File: config.mk
export PLATFORM = sky130hd
export DESIGN_NAME = icache_fetch_responder
export DESIGN_NICKNAME = d
export VERILOG_FILES = /design/src/rtl/icache_pkg.sv /design/src/rtl/icache_line_store.sv /design/src/rtl/icache_fetch_responder.sv
export SDC_FILE = /design/constraint.sdc
export NUM_CORES = 1
export LEC_CHECK = 0
export BUFFER_PORTS_ARGS = -buffer_cell sky130_fd_sc_hd__buf_2
export CORE_MARGIN = 4
export CORE_UTILIZATION = 55
export CTS_CLUSTER_DIAMETER = 120
export DETAILED_ROUTE_END_ITERATION = 12
export PLACE_DENSITY_LB_ADDON = 0.1
export SETUP_SLACK_MARGIN = 0.3
export SLEW_MARGIN = 20
export SYNTH_ARGS = -nofsm -noshare
export SYNTH_HDL_FRONTEND = slang
export SYNTH_SLANG_ARGS = --single-unit
export TNS_END_PERCENT = 1
File: constraint.sdc
create_clock -name CLK -period 17.4 [get_ports CLK]
set_input_delay 1.74 -clock CLK [delete_from_list [all_inputs] [get_ports CLK]]
set_output_delay 1.74 -clock CLK [all_outputs]
set_load 0.01 [all_outputs]
File: src/rtl/icache_pkg.sv
// ----------------------------------------------------------------------------
// icache_pkg
// Shared definitions for the instruction-cache fetch responder.
//   - Geometry constants (address, line, block and field widths)
//   - FSM state encoding for the refill controller
//   - word_sel(): picks one 32-bit instruction word out of a cache block
// Fetch address layout (defaults):
//   [31:7] tag | [6:4] index | [3:2] word offset | [1:0] byte (ignored)
// ----------------------------------------------------------------------------
package icache_pkg;

   localparam int ADDR_W      = 32;
   localparam int NUM_LINES   = 8;
   localparam int BLOCK_WORDS = 4;

   localparam int OFFSET_W   = $clog2(BLOCK_WORDS);
   localparam int INDEX_W    = $clog2(NUM_LINES);
   localparam int TAG_W      = ADDR_W - INDEX_W - OFFSET_W - 2;
   localparam int MEM_ADDR_W = TAG_W + INDEX_W;
   localparam int BLOCK_W    = 32 * BLOCK_WORDS;

   // Bit positions of each field inside the fetch address.
   localparam int OFF_LSB = 2;
   localparam int IDX_LSB = OFF_LSB + OFFSET_W;
   localparam int TAG_LSB = IDX_LSB + INDEX_W;

   typedef enum logic [1:0] {
      IDLE,
      MEM_FETCH,
      UPDATE
   } state_e;

   // Word 0 lives in bits [31:0] of the block.
   function automatic logic [31:0] word_sel(input logic [BLOCK_W-1:0]  blk,
                                            input logic [OFFSET_W-1:0] off);
      return blk[{off, 5'b0} +: 32];
   endfunction

endpackage

File: src/rtl/icache_line_store.sv
// ----------------------------------------------------------------------------
// icache_line_store
// Valid/tag/data storage for the direct-mapped instruction cache.
// One synchronous write port (whole line at once) and one combinational
// read port. Only the valid bits are cleared by reset.
// Ports:
//   clk       rising-edge clock
//   rst       synchronous active-high reset (clears all valid bits)
//   we        write enable: store wr_tag/wr_data in line wr_index, mark valid
//   wr_index  line being refilled
//   wr_tag    tag of the refilled block
//   wr_data   refilled block
//   rd_index  line addressed by the current fetch
//   rd_valid  valid bit of that line
//   rd_tag    stored tag of that line
//   rd_data   stored block of that line
// ----------------------------------------------------------------------------
module icache_line_store
   import icache_pkg::*;
(
   input  logic               clk,
   input  logic               rst,
   input  logic               we,
   input  logic [INDEX_W-1:0] wr_index,
   input  logic [TAG_W-1:0]   wr_tag,
   input  logic [BLOCK_W-1:0] wr_data,
   input  logic [INDEX_W-1:0] rd_index,
   output logic               rd_valid,
   output logic [TAG_W-1:0]   rd_tag,
   output logic [BLOCK_W-1:0] rd_data
);

   logic [NUM_LINES-1:0] valid_q, valid_d;
   logic [TAG_W-1:0]     tag_q  [NUM_LINES];
   logic [TAG_W-1:0]     tag_d  [NUM_LINES];
   logic [BLOCK_W-1:0]   data_q [NUM_LINES];
   logic [BLOCK_W-1:0]   data_d [NUM_LINES];

   always_comb begin
      valid_d = valid_q;
      tag_d   = tag_q;
      data_d  = data_q;
      if (we) begin
         valid_d[wr_index] = 1'b1;
         tag_d[wr_index]   = wr_tag;
         data_d[wr_index]  = wr_data;
      end
   end

   always_ff @(posedge clk) begin
      if (rst) begin
         valid_q <= '0;
      end else begin
         valid_q <= valid_d;
      end
   end

   // NOTE: tag and data arrays are deliberately not reset; a line is only
   // ever read through its valid bit, so clearing valid is sufficient.
   always_ff @(posedge clk) begin
      tag_q  <= tag_d;
      data_q <= data_d;
   end

   assign rd_valid = valid_q[rd_index];
   assign rd_tag   = tag_q[rd_index];
   assign rd_data  = data_q[rd_index];

endmodule

File: src/rtl/icache_fetch_responder.sv
// ----------------------------------------------------------------------------
// icache_fetch_responder
// Direct-mapped, read-only instruction cache between the PC/fetch stage and
// instruction memory. Hits return the instruction combinationally with no
// stall; a miss raises BUSY_WAIT in the same cycle and refills the whole
// block through a level-held MEM_READ / MEM_BUSYWAIT handshake
// (IDLE -> MEM_FETCH -> UPDATE -> IDLE, where the access then hits).
// Optional build macro ICACHE_PERF_EN adds HIT_COUNT / MISS_COUNT outputs.
// Ports:
//   CLK           rising-edge clock
//   RESET         synchronous active-high reset; forces BUSY_WAIT/MEM_READ low
//   READ          fetch request valid
//   ADDRESS       fetch address (PC), bits [1:0] ignored
//   INSTRUCTION   fetched word; valid when READ=1 and BUSY_WAIT=0, held otherwise
//   BUSY_WAIT     stall to the PC unit
//   MEM_READ      block read request to instruction memory
//   MEM_ADDRESS   block address {tag,index} of the refill
//   MEM_READDATA  refill block, word 0 in bits [31:0]
//   MEM_BUSYWAIT  memory busy; data valid in the MEM_FETCH cycle it is low
//   HIT_COUNT     (ICACHE_PERF_EN) IDLE cycles with READ and a hit
//   MISS_COUNT    (ICACHE_PERF_EN) refills started
// ----------------------------------------------------------------------------
module icache_fetch_responder
   import icache_pkg::*;
(
   input  logic                  CLK,
   input  logic                  RESET,
   input  logic                  READ,
   input  logic [ADDR_W-1:0]     ADDRESS,
   output logic [31:0]           INSTRUCTION,
   output logic                  BUSY_WAIT,
   output logic                  MEM_READ,
   output logic [MEM_ADDR_W-1:0] MEM_ADDRESS,
   input  logic [BLOCK_W-1:0]    MEM_READDATA,
   input  logic                  MEM_BUSYWAIT
`ifdef ICACHE_PERF_EN
   ,
   output logic [31:0]           HIT_COUNT,
   output logic [31:0]           MISS_COUNT
`endif
);

   // ---------------------------------------------------------------------
   // Fetch address fields
   // ---------------------------------------------------------------------
   logic [OFFSET_W-1:0] fetch_offset;
   logic [INDEX_W-1:0]  fetch_index;
   logic [TAG_W-1:0]    fetch_tag;
   logic                byte_sel_unused;

   assign fetch_offset    = ADDRESS[IDX_LSB-1:OFF_LSB];
   assign fetch_index     = ADDRESS[TAG_LSB-1:IDX_LSB];
   assign fetch_tag       = ADDRESS[ADDR_W-1:TAG_LSB];
   assign byte_sel_unused = ^ADDRESS[OFF_LSB-1:0];

   // ---------------------------------------------------------------------
   // State
   // ---------------------------------------------------------------------
   state_e                state_q, state_d;
   logic [MEM_ADDR_W-1:0] req_addr_q, req_addr_d;
   logic [BLOCK_W-1:0]    block_q, block_d;
   logic [31:0]           instr_q, instr_d;

   logic                  line_valid;
   logic [TAG_W-1:0]      line_tag;
   logic [BLOCK_W-1:0]    line_data;
   logic                  line_we;

   logic                  hit;
   logic                  miss;
   logic                  busy;
   logic                  mem_rd;

   icache_line_store u_line_store (
      .clk      (CLK),
      .rst      (RESET),
      .we       (line_we),
      .wr_index (req_addr_q[INDEX_W-1:0]),
      .wr_tag   (req_addr_q[MEM_ADDR_W-1:INDEX_W]),
      .wr_data  (block_q),
      .rd_index (fetch_index),
      .rd_valid (line_valid),
      .rd_tag   (line_tag),
      .rd_data  (line_data)
   );

   assign hit  = READ & line_valid & (line_tag == fetch_tag);
   assign miss = READ & ~hit;

   // ---------------------------------------------------------------------
   // Refill controller: next state and outputs
   // ---------------------------------------------------------------------
   always_comb begin
      // NOTE: every signal written here gets a default first, so no path
      // through the case statement can leave a latch behind.
      state_d    = state_q;
      req_addr_d = req_addr_q;
      block_d    = block_q;
      instr_d    = instr_q;
      busy       = 1'b0;
      mem_rd     = 1'b0;
      line_we    = 1'b0;

      case (state_q)
         IDLE: begin
            // A hit updates the held instruction; otherwise it keeps the
            // last delivered word (READ=0 or a miss).
            if (hit) begin
               instr_d = word_sel(line_data, fetch_offset);
            end
            if (miss) begin
               busy       = 1'b1;
               req_addr_d = {fetch_tag, fetch_index};
               state_d    = MEM_FETCH;
            end
         end

         MEM_FETCH: begin
            busy   = 1'b1;
            mem_rd = 1'b1;
            if (!MEM_BUSYWAIT) begin
               block_d = MEM_READDATA;
               state_d = UPDATE;
            end
         end

         UPDATE: begin
            // Line is written at the end of this cycle; the access is then
            // re-evaluated in IDLE against the refilled line.
            busy    = 1'b1;
            line_we = 1'b1;
            state_d = IDLE;
         end

         default: begin
            state_d = IDLE;
         end
      endcase
   end

   // NOTE: sequential state uses non-blocking assignments so every flop
   // samples the pre-edge values of its inputs.
   always_ff @(posedge CLK) begin
      if (RESET) begin
         state_q    <= IDLE;
         req_addr_q <= '0;
         instr_q    <= '0;
      end else begin
         state_q    <= state_d;
         req_addr_q <= req_addr_d;
         instr_q    <= instr_d;
      end
   end

   // Refill staging register: only consumed in UPDATE, after it is loaded.
   always_ff @(posedge CLK) begin
      block_q <= block_d;
   end

   // Reset overrides the handshake outputs immediately, so a refill in
   // flight is abandoned at the reset edge.
   assign BUSY_WAIT   = busy & ~RESET;
   assign MEM_READ    = mem_rd & ~RESET;
   assign MEM_ADDRESS = req_addr_q;
   assign INSTRUCTION = RESET ? 32'h0000_0000 : instr_d;

`ifdef ICACHE_PERF_EN
   // ---------------------------------------------------------------------
   // Performance counters (wrap at 2^32)
   // ---------------------------------------------------------------------
   logic [31:0] hit_count_q, hit_count_d;
   logic [31:0] miss_count_q, miss_count_d;

   always_comb begin
      hit_count_d  = hit_count_q;
      miss_count_d = miss_count_q;
      if (state_q == IDLE) begin
         if (hit) begin
            hit_count_d = hit_count_q + 32'd1;
         end
         if (miss) begin
            miss_count_d = miss_count_q + 32'd1;
         end
      end
   end

   always_ff @(posedge CLK) begin
      if (RESET) begin
         hit_count_q  <= '0;
         miss_count_q <= '0;
      end else begin
         hit_count_q  <= hit_count_d;
         miss_count_q <= miss_count_d;
      end
   end

   assign HIT_COUNT  = hit_count_q;
   assign MISS_COUNT = miss_count_q;
`endif

endmodule
# After elaboration in Yosys (flattened, before gate mapping)

Index checks and enable logic that the tools add are counted.

Magnitude comparators: 6
Equality and inequality tests: 5
Shift-type cells: 1
Mux-type cells: 26
Bitwise logic cells: 11
Reductions and logical operators: 7

Operator list:

| operator                                                                     | count |
|---|---|
| 1024-bit bitwise mux                                                         | 1 |
| 128-bit binary-select mux with 3-bit select                                  | 1 |
| 128-bit demux with 3-bit select                                              | 1 |
| 128-bit two-way mux                                                          | 3 |
| 200-bit bitwise mux                                                          | 1 |
| 128-bit by 8-bit indexed part select with 32-bit output                      | 1 |
| 32-bit two-way mux                                                           | 3 |
| 25-bit binary-select mux with 3-bit select                                   | 1 |
| 25-bit demux with 3-bit select                                               | 1 |
| 25-bit two-way mux                                                           | 3 |
| 25-bit == test                                                               | 1 |
| 4-bit greater-or-equal comparator, second input constant                     | 2 |
| 3-bit by 4-bit less-than comparator with 1-bit output, second input constant | 2 |
| 3-bit NOT with 4-bit output                                                  | 2 |
| 8-bit bitwise OR                                                             | 1 |
| 2-bit AND reduction                                                          | 3 |
| 1-bit AND                                                                    | 5 |
| 1-bit two-way mux                                                            | 5 |
| 4-bit by 1-bit less-than comparator with 1-bit output, second input constant | 1 |
| 2-bit two-way mux                                                            | 2 |
| 2-bit inequality test, second input constant                                 | 2 |
| 2-bit one-hot mux with 2 select lines                                        | 1 |
| 1-bit binary-select mux with 3-bit select                                    | 1 |
| 1-bit demux with 3-bit select                                                | 1 |
| 8 further kinds                                                              | 11 |

Register bits after elaboration: 1,422
Input port bits: 164
Word-level logic and storage cells: 77

# Longest topological paths before layout

Gate-level depths: netlist (run 1).

Depth in word-level cells: 11
Mapped depth: 15

# By module

Synthesis (run 1) repeated with hierarchy kept, for this count alone.

Cells, all modules: 2,233
Area, all modules: 53,442.5 µm²

By module, submodules not included:

| module                 | instances | cells an instance | area an instance (µm²) | sequential area each (µm²) |
|---|---|---|---|---|
| icache_line_store      | 1         | 1,813             | 46,253.1               | 36,915.4 |
| icache_fetch_responder | 1         | 420               | 7,189.4                | 5,084.9 |

# Least setup slack after synthesis (run 1)

Ideal clock, no wire load.

Path type: reg2reg
Start point: reg state_q[0]
End point: reg u_line_store.data_q[1000] (netlist bit) (enable)
Setup time: 855 ps
Data arrival time: 11,055 ps
Setup slack: 5,490 ps
Stages on the path, launching flop included: 5
Cells stage by stage: dfxtp_1 > inv_1 > ha_1 > nand2b_1 > nor3_1

Word-level cells in the longest chain between the ends: 2

RTL lines:

| element                | line                          | RTL |
|---|---|---|
| start, declared        | icache_fetch_responder.sv:59  | `state_e state_q, state_d;` |
| start signal, assigned | icache_fetch_responder.sv:149 | `state_q <= state_d;` |
| 2-bit == test          | icache_fetch_responder.sv:104 | `case (state_q)` |
| 1-bit two-way mux      | icache_fetch_responder.sv:104 |  |
| end signal, assigned   | icache_line_store.sv:62       | `data_q <= data_d;` |
| end, declared          | icache_line_store.sv:36       | `logic [BLOCK_W-1:0] data_q [NUM_LINES];` |

Every way passes these cells.
A chain may end at the register's enable or synchronous reset.

# Worst setup path after layout (run 1)

Start point: in ADDRESS[5]
End point: out INSTRUCTION[19]

Word-level cells in the longest chain between the ends: 9
Elaborated cells between the ends (all ways): 16
Classes of those cells: eq/ne (1); shift (1); mux (11); bitwise (3)

RTL lines:

| element                                                                                             | line                          | RTL |
|---|---|---|
| start, declared                                                                                     | icache_fetch_responder.sv:29  | `input logic [ADDR_W-1:0] ADDRESS,` |
| parallel branches: the longest is 6 deep, another holds 128-bit binary-select mux with 3-bit select | -                             |  |
| 32-bit two-way mux (*)                                                                              | icache_fetch_responder.sv:108 | `if (hit) begin` |
| 32-bit two-way mux (*)                                                                              | icache_fetch_responder.sv:104 |  |
| 32-bit two-way mux (*)                                                                              | -                             |  |
| end, declared                                                                                       | icache_fetch_responder.sv:30  | `output logic [31:0] INSTRUCTION,` |

Every way passes the cells marked *. The select of a mux whose other input is x is not followed.

==> results of run 1 <==
## layer usage
metal | share of wire | vias to the layer above
met2 | 0.50 | 670
met1 | 0.41 | 12700
met5 | 0 | -
met4 | 0.027 | 0
met3 | 0.060 | 172
li1 | - | 10200
## registers in the layout, summed over array words and instances (netlist names)
name and count:
u_line_store.data_q 1024, block_q 128, instr_q 32, u_line_store.valid_q 8, u_line_store.tag_q 200, MEM_ADDRESS 28
state_q 2
## logic make-up (layout without fill, tap and decap cells)
| logic type | count (synthesis) | in the layout | synth area share |
|---|---|---|---|
| AOI/OAI and AO/OA | 50 | 50 | 0.00651 |
| xor gates and xnor gates | 12 | 12 | 0.00197 |
| adders and majority gates | 6 | 6 | 0.00141 |
| buffers and inverters | 113 | 518 | 0.0106 |
| DFF | 1422 | 1422 | 0.786 |
| muxes | 505 | 505 | 0.176 |
| other | 0 | 7 | 0 |
| and+or+nand+nor | 170 | 170 | 0.0171 |
## final timing paths
| check | start | end | slack (ns) | cells after the start |
|---|---|---|---|---|
| setup / recovery | ADDRESS[5] | INSTRUCTION[19] | 9.31 | 12 |
| hold reg to reg | u_line_store.valid_q[4] | u_line_store.valid_q[4] | 0.47 | 2 |
| setup reg to reg | state_q[0] | u_line_store.tag_q[76] | 13.80 | 6 |
| hold / removal | u_line_store.valid_q[4] | u_line_store.valid_q[4] | 0.47 | 2 |
## cell type report
class | count | area share
antenna | 7 | 0.000289
clock buffer | 201 | 0.0673
clock inverter | 58 | 0.00703
inverter | 3 | 0.000186
multi-input combinational | 743 | 0.180
sequential | 1422 | 0.694
tap | 1276 | 0.0264
timing repair buffer | 256 | 0.0246
## through the flow
stage               hold WS [ns]  instances  instance area (sq um)  utilization  power (uW)
floorplan                  0.435       2278                  53400            -        4510
global placement           0.444       3700                  56000        0.580        4670
detailed placement         0.460       3700                  56000        0.580        4700
CTS                        0.473       3959                  60500        0.627        7630
global route               0.512       3961                  60500        0.627        7820
finish                     0.470       3966                  60500        0.627        7550
## cell usage after synthesis (all sizes together) (3+ instances only)
cell / count
edfxtp: 1352
mux4: 344
mux2i: 125
dfxtp: 70
nand2b: 66
buf: 64
nor2: 59
clkbuf: 46
mux2: 36
a22oi: 19
nand2: 11
a21oi: 10
and3: 8
nor2b: 8
ha: 6
xnor2: 6
xor2: 6
a22o: 5
o21ai: 5
nor3: 4
and2: 3
inv: 3
nand4: 3
o22ai: 3
## power by group through the flow
stage	combinational (uW)	clock, uW	sequential, uW
3_5_place_dp	470	0	4230
4_1_cts	472	3000	4160
2_1_floorplan	290	0	4220
5_1_grt	490	3150	4180
3_3_place_gp	464	0	4200
6_report	458	2930	4150
## worst reg2reg max path: stages (launching register included)
cell and delay [ns]:
sky130_fd_sc_hd__dfxtp_1 0.36, sky130_fd_sc_hd__inv_1 0.13, sky130_fd_sc_hd__ha_1 0.21, sky130_fd_sc_hd__nand2b_1 0.23
sky130_fd_sc_hd__nor2_4 0.69, sky130_fd_sc_hd__buf_4 0.68, sky130_fd_sc_hd__buf_4 0.86
==> metrics.md, run 1 <==
| Metric | Value |
|---|---|
| Delay contributed by the slowest stage of the critical path | 0.86 ns |
| CTS tree | built |
| Number of global-route vias before repair | 25200 |
| Area growth from synthesis to final layout | 13.3% |
| DRC viols | 0 |
| Number of warnings reported in the yosys synthesis log | 0 |
| CTS clock-pin slew for the worst setup and hold paths | 0.06 ns |
| Worst Setup End Kind | primary output |
| Global-route wire length before repair | 165000 um |
| Static leakage | 0.0196 uW |
| Total Routed Length | 110000 um |
| Critical Path Source Type | primary input |
| Sequential share of power | 0.550 |
| Deepest clock path buffer count | 3 |
| Total setup buffers inserted after CTS | 0 |
| Cell type with the highest aggregate area in the netlist | sky130_fd_sc_hd__edfxtp_1 |
| Via count | 23700 |
| H-tree levels | 4 |
| Post-layout worst setup margin | 9.31 ns |
| Final critical path time including I/O delays and setup | 8.09 ns |
| Setup tns final | 0 ns |
| Count of cell types in the netlist | 44 |
| Grt met3 use | 0.0440 |
| Worst min path class | flop to flop |
| Max Clk Rate | 124 MHz |
| Number of nets in the layout | 2741 |
| Global-route layer with the greatest usage | met2 |
| CTS Hold Buffers Added | 0 |
| Die span in y | 320 um |
| Result of the run | finished, final reports clean |
| Setup violation total in the final timing report | 0 |
| Portion of the clock cycle consumed by the worst path in the final layout | 0.465 |
| Clock insertion delay at the later pin of the skew report | 0.72 ns |
| Final estimated routing congestion in global placement | 0.732 |
| Number of flops mapped to enable cells by yosys | 1352 |
| Top-area cell type share of the netlist area | 0.760 |
| Most frequent cells in the layout | sky130_fd_sc_hd__edfxtp_1 (1352), sky130_fd_sc_hd__mux4_2 (344), sky130_fd_sc_hd__buf_2 (218) |
| Number of nets still failing antenna checks after routing | 0 |
| Setup Skew | 0.0266 ns |
| Internal power consumption | 5930 uW |
| CTS Sinks | 1422 |
| Total grt overflow | 0 |
| Final Hold Violating Endpoints | 0 |
| Type of the setup path with the least slack | primary input to primary output |
| Max transition margin | 0.290 |
| Fraction of layout instances using a drive strength above 1 | 0.313 |
| Pre-CTS worst setup slack | 9.30 ns |
| Final Max Slew Viols | 0 |
| Aggregate global-route resource usage | 0.219 |
| Total I/O pin count | 226 |
| Net Sw Frac | 0.214 |
| Final HPWL DP | 57400 um |
| Number of filler instances in the final layout | 6515 |
| GR met2 Demand/Resource | 0.364 |
| Count of port buffers added during placement | 223 |
| Global routing met1 resource utilization | 0.301 |
| Root cell of the clock tree | sky130_fd_sc_hd__clkbuf_16 |
| Register area | 0.0420 sq mm |
| Highest ir drop seen on vdd | 0.0978 mV |
| # rows | 114 |
| Synth Instances | 2278 |
| Die extent in x | 320 um |
| Per-instance average area after synthesis | 23.4 sq um |
| Power density over cell area | 125 mW/mm^2 |
| CP max-delay cell | sky130_fd_sc_hd__buf_4 |
| Synthesized flop and latch total | 1422 |
| CP Cell Sequence | buf_8 > buf_4 > mux4_2 > mux2i_1 > xor2_1 > o21a_1 > nand4_1 > nor4_4 > buf_4 > mux2i_1 > nor2_1 > buf_2 |
| Fraction of power consumed by combinational cells | 0.061 |
| Quantity of gates resized following cts | 0 |
| Number of antenna violations at the first check in global routing | 10 |
| CP delay by family, top | buffers and inverters |
| Worst slew pin tran | 1.07 ns |
| Pin count of the biggest net entering global routing | 152 |
| Most instantiated flip-flop cell in the synthesis netlist | sky130_fd_sc_hd__edfxtp_1 |
| Required arrival time at the worst endpoint | 15.66 ns |
| Initial core utilization | 0.553 |
| First DRT Iteration DRCs | 1925 |
| Footprint of the multi-input gates | 0.0109 sq mm |
| Share of the yosys chip area belonging to registers | 0.786 |
| Worst endpoint data arrival time | 6.35 ns |
| Clock buffer count from CTS | 145 |
| Area enclosed by the die boundary | 0.102 sq mm |
| Sum of buffers and inverters on the critical path | 4 |
| Top area cells in the synthesized netlist | sky130_fd_sc_hd__edfxtp_1 (76%), sky130_fd_sc_hd__mux4_2 (15%), sky130_fd_sc_hd__dfxtp_1 (2.6%), sky130_fd_sc_hd__mux2i_1 (2.3%), sky130_fd_sc_hd__nand2b_1 (0.77%) |
| Average detailed-routed wire length per instance | 27.8 um |
| Iteration count of the initial detailed-routing pass | 5 |
| Synthesized netlist net count | 2448 |
| Maximum Capacitance Violations | 0 |
| Part of the power in the clock network | 0.389 |
| Synthesized cell area | 0.0534 sq mm |
| Area of the placeable core | 0.0966 sq mm |
| Most frequent standard cell in the layout excluding fill and tap cells | sky130_fd_sc_hd__edfxtp_1 |
| Asr flop ratio synth | 0 |
| Switching Power | 1620 uW |
| CP Max Fanout | 92 |
| Via-to-Cell Ratio | 5.97 |
| Unrepaired setup endpoints after global routing | false |
Note: power is estimated with default switching activity, not from simulation.
==> inputs of run 2 (changes only) <==
clock period = 6.7 ns   (was 17.4 ns; I/O delays follow)
==> run 2 against run 1 <==
Against the previous run:
- register-to-register slack got worse by 10 ns
- die area stayed put
- flip-flop and latch count unchanged
- clock power grew to 2.6 times the previous value
- wire length is 0.27% higher
- count of clock-buffer cells in the layout decreased by 7
- clock skew decreased by 0.0041 ns
- first-iteration DRC count grew 7.6%
- largest cell class unchanged
==> metrics.md, run 2 (synthesis gave the netlist of run 1 again) <==
| Metric | Value |
|---|---|
| Final estimated routing congestion in global placement | 0.757 (+3.5%) |
| Flip-flop count of the largest register after layout | 1024 (unchanged) |
| Final critical path time including I/O delays and setup | 5.09 ns |
| Global-route layer with the greatest usage | met2 |
| Number of antenna violations at the first check in global routing | 7 (-3) |
| Post-Layout Cell Count | 3965 (-0.025%) |
| Area enclosed by the die boundary | 0.102 sq mm (unchanged) |
| H-tree levels | 4 (unchanged) |
| Power density over cell area | 324 mW/mm^2 (+160%) |
| Type of the setup path with the least slack | primary input to primary output |
| Total I/O pin count | 226 (unchanged) |
| Setup violation total in the final timing report | 0 (unchanged) |
| Post-layout worst setup margin | 1.61 ns (-7.70 ns) |
| CTS Sinks | 1422 (unchanged) |
| Static leakage | 0.0196 uW (+0.16%) |
| Number of nets still failing antenna checks after routing | 0 (unchanged) |
| # rows | 114 (unchanged) |
| Final Hold Violating Endpoints | 0 (unchanged) |
| Worst min path class | primary input to flop |
| First DRT Iteration DRCs | 2071 (+7.6%) |
| Final HPWL DP | 57600 um (+0.36%) |
| Pin count of the biggest net entering global routing | 121 (-20%) |
| Count of port buffers added during placement | 223 (unchanged) |
| Fraction of layout instances using a drive strength above 1 | 0.317 (+0.00375) |
| Register bank with the most flops | u_line_store.data_q |
| Total setup buffers inserted after CTS | 0 (unchanged) |
| Via-to-Cell Ratio | 6.00 (+0.58%) |
| Design area | 0.0606 sq mm (+0.18%) |
| Average detailed-routed wire length per instance | 27.9 um (+0.30%) |
| CP max-delay cell | sky130_fd_sc_hd__buf_4 |
| Clock insertion delay at the later pin of the skew report | 0.73 ns (about the same) |
| Most frequent standard cell in the layout excluding fill and tap cells | sky130_fd_sc_hd__edfxtp_1 |
| Most frequent cells in the layout | sky130_fd_sc_hd__edfxtp_1 (1352), sky130_fd_sc_hd__mux4_2 (344), sky130_fd_sc_hd__buf_2 (218) |
| Result of the run | finished, final reports clean |
| Aggregate global-route resource usage | 0.220 (+0.000537) |
| Critical Path Source Type | primary input |
| Root cell of the clock tree | sky130_fd_sc_hd__clkbuf_16 |
| Via count | 23800 (+0.55%) |
| CP delay by family, top | buffers and inverters |
| Global-route wire length before repair | 165000 um (about the same) |
| CTS clock-pin slew for the worst setup and hold paths | 0.06 ns (about the same) |
| Portion of the clock cycle consumed by the worst path in the final layout | 0.760 |
| DRC viols | 0 (unchanged) |
| Highest ir drop seen on vdd | 0.264 mV (+170%) |
| Unrepaired setup endpoints after global routing | false |
| Final Max Slew Viols | 0 (unchanged) |
| Number of global-route vias before repair | 25400 (+0.58%) |
| CP Cell Sequence | clkbuf_8 > buf_4 > mux2i_1 > a22oi_1 > and3_1 > o211a_1 > nand4_1 > nor4_4 > buf_4 > mux2i_1 > nor2_1 > buf_2 |
| Area growth from synthesis to final layout | 13.5% |
| Number of nets in the layout | 2743 (+0.073%) |
| Pre-CTS worst setup slack | 1.56 ns (-7.74 ns) |
| Global routing met1 resource utilization | 0.304 (+0.00235) |
| Total power of the final layout | 19700 uW (+160%) |
| Delay contributed by the slowest stage of the critical path | 0.65 ns (-0.21 ns) |
| Die extent in x | 320 um (unchanged) |
| Die span in y | 320 um (unchanged) |
| Worst slew pin tran | 1.04 ns (-0.0284 ns) |
| CTS tree | built |
| Grt met3 use | 0.0376 (-0.00639) |
| Sum of buffers and inverters on the critical path | 4 (unchanged) |
| Maximum Capacitance Violations | 0 (unchanged) |
| CP Max Fanout | 65 (-29%) |
| GR met2 Demand/Resource | 0.369 (+0.00559) |
| Deepest clock path buffer count | 3 (unchanged) |
| Worst endpoint data arrival time | 4.42 ns (-1.93 ns) |
| Instance count after placement with tap cells included | 3703 (+0.081%) |
| Worst Setup End Kind | primary output |
| Total grt overflow | 0 (unchanged) |
| Leading registers by flop count | u_line_store.data_q: 1024 flops, u_line_store.tag_q: 200 flops, block_q: 128 flops |
| Clock buffer count from CTS | 144 (-0.69%) |
| Max transition margin | 0.309 (+0.0189) |
| Iteration count of the initial detailed-routing pass | 8 (+3) |
| Setup Skew | 0.0225 ns (-0.00414 ns) |
| Area of the placeable core | 0.0966 sq mm (unchanged) |
| CTS Hold Buffers Added | 0 (unchanged) |
| Initial core utilization | 0.553 (unchanged) |
| Post-DP Area | 0.0561 sq mm (+0.20%) |
| Max Clk Rate | 197 MHz |
| Total Routed Length | 111000 um (+0.27%) |
| Quantity of gates resized following cts | 0 (unchanged) |
| Required arrival time at the worst endpoint | 6.03 ns (-9.63 ns) |
run 2: final timing paths:
| path | startpoint | endpoint | slack [ns] | depth (start not counted) |
|---|---|---|---|---|
| max | ADDRESS[6] | INSTRUCTION[31] | 1.61 | 12 |
| max reg2reg | u_line_store.tag_q[40] | MEM_ADDRESS[24] | 3.44 | 9 |
| min reg2reg | u_line_store.valid_q[1] | u_line_store.valid_q[1] | 0.47 | 2 |
| min | MEM_READDATA[124] | block_q[124] | 0.12 | 1 |
run 2: metal layers:
layer  routed length (um)  part of all wire  vias up
li1                     -                 -    10200
met1                45200              0.41    12700
met2                56500              0.51      703
met3                 6300             0.057      179
met4                 2580             0.023        2
met5                   13           0.00012        -
run 2: worst register-to-register path: stages (launching register included):
cell	delay, ns
sky130_fd_sc_hd__edfxtp_1	0.37
sky130_fd_sc_hd__mux4_2	0.46
sky130_fd_sc_hd__mux2i_1	0.22
sky130_fd_sc_hd__xor2_1	0.25
sky130_fd_sc_hd__o21ai_1	0.10
sky130_fd_sc_hd__or4_4	0.54
sky130_fd_sc_hd__nor4_1	0.58
sky130_fd_sc_hd__nor2_4	0.05
sky130_fd_sc_hd__buf_4	0.34
sky130_fd_sc_hd__mux2i_1	0.21
run 2: per-stage QoR:
step	setup TNS, ns	hold slack (ns)	utilization
detailed placement	0	0.460	0.581
CTS	0	0.0596	0.628
finish	0	0.116	0.628
floorplan	-1170.97	0.435	-
global placement	0	0.444	0.581
global route	0	0.0724	0.628
run 2: layout make-up:
type	count	area (sq um)
flip-flops and latches	1422	42000
fillers	6486	35900
multi-input cells	743	10900
clock buffers	194	3980
well taps	1276	1600
repair buffers	259	1590
clock inverters	65	531
inverters	3	11.3
diodes	3	7.51
run 2: report_power, final:
group,switching (uW),internal [uW]
clock,3180,4470
sequential,348,10400
combinational,720,495
total,4250,15400
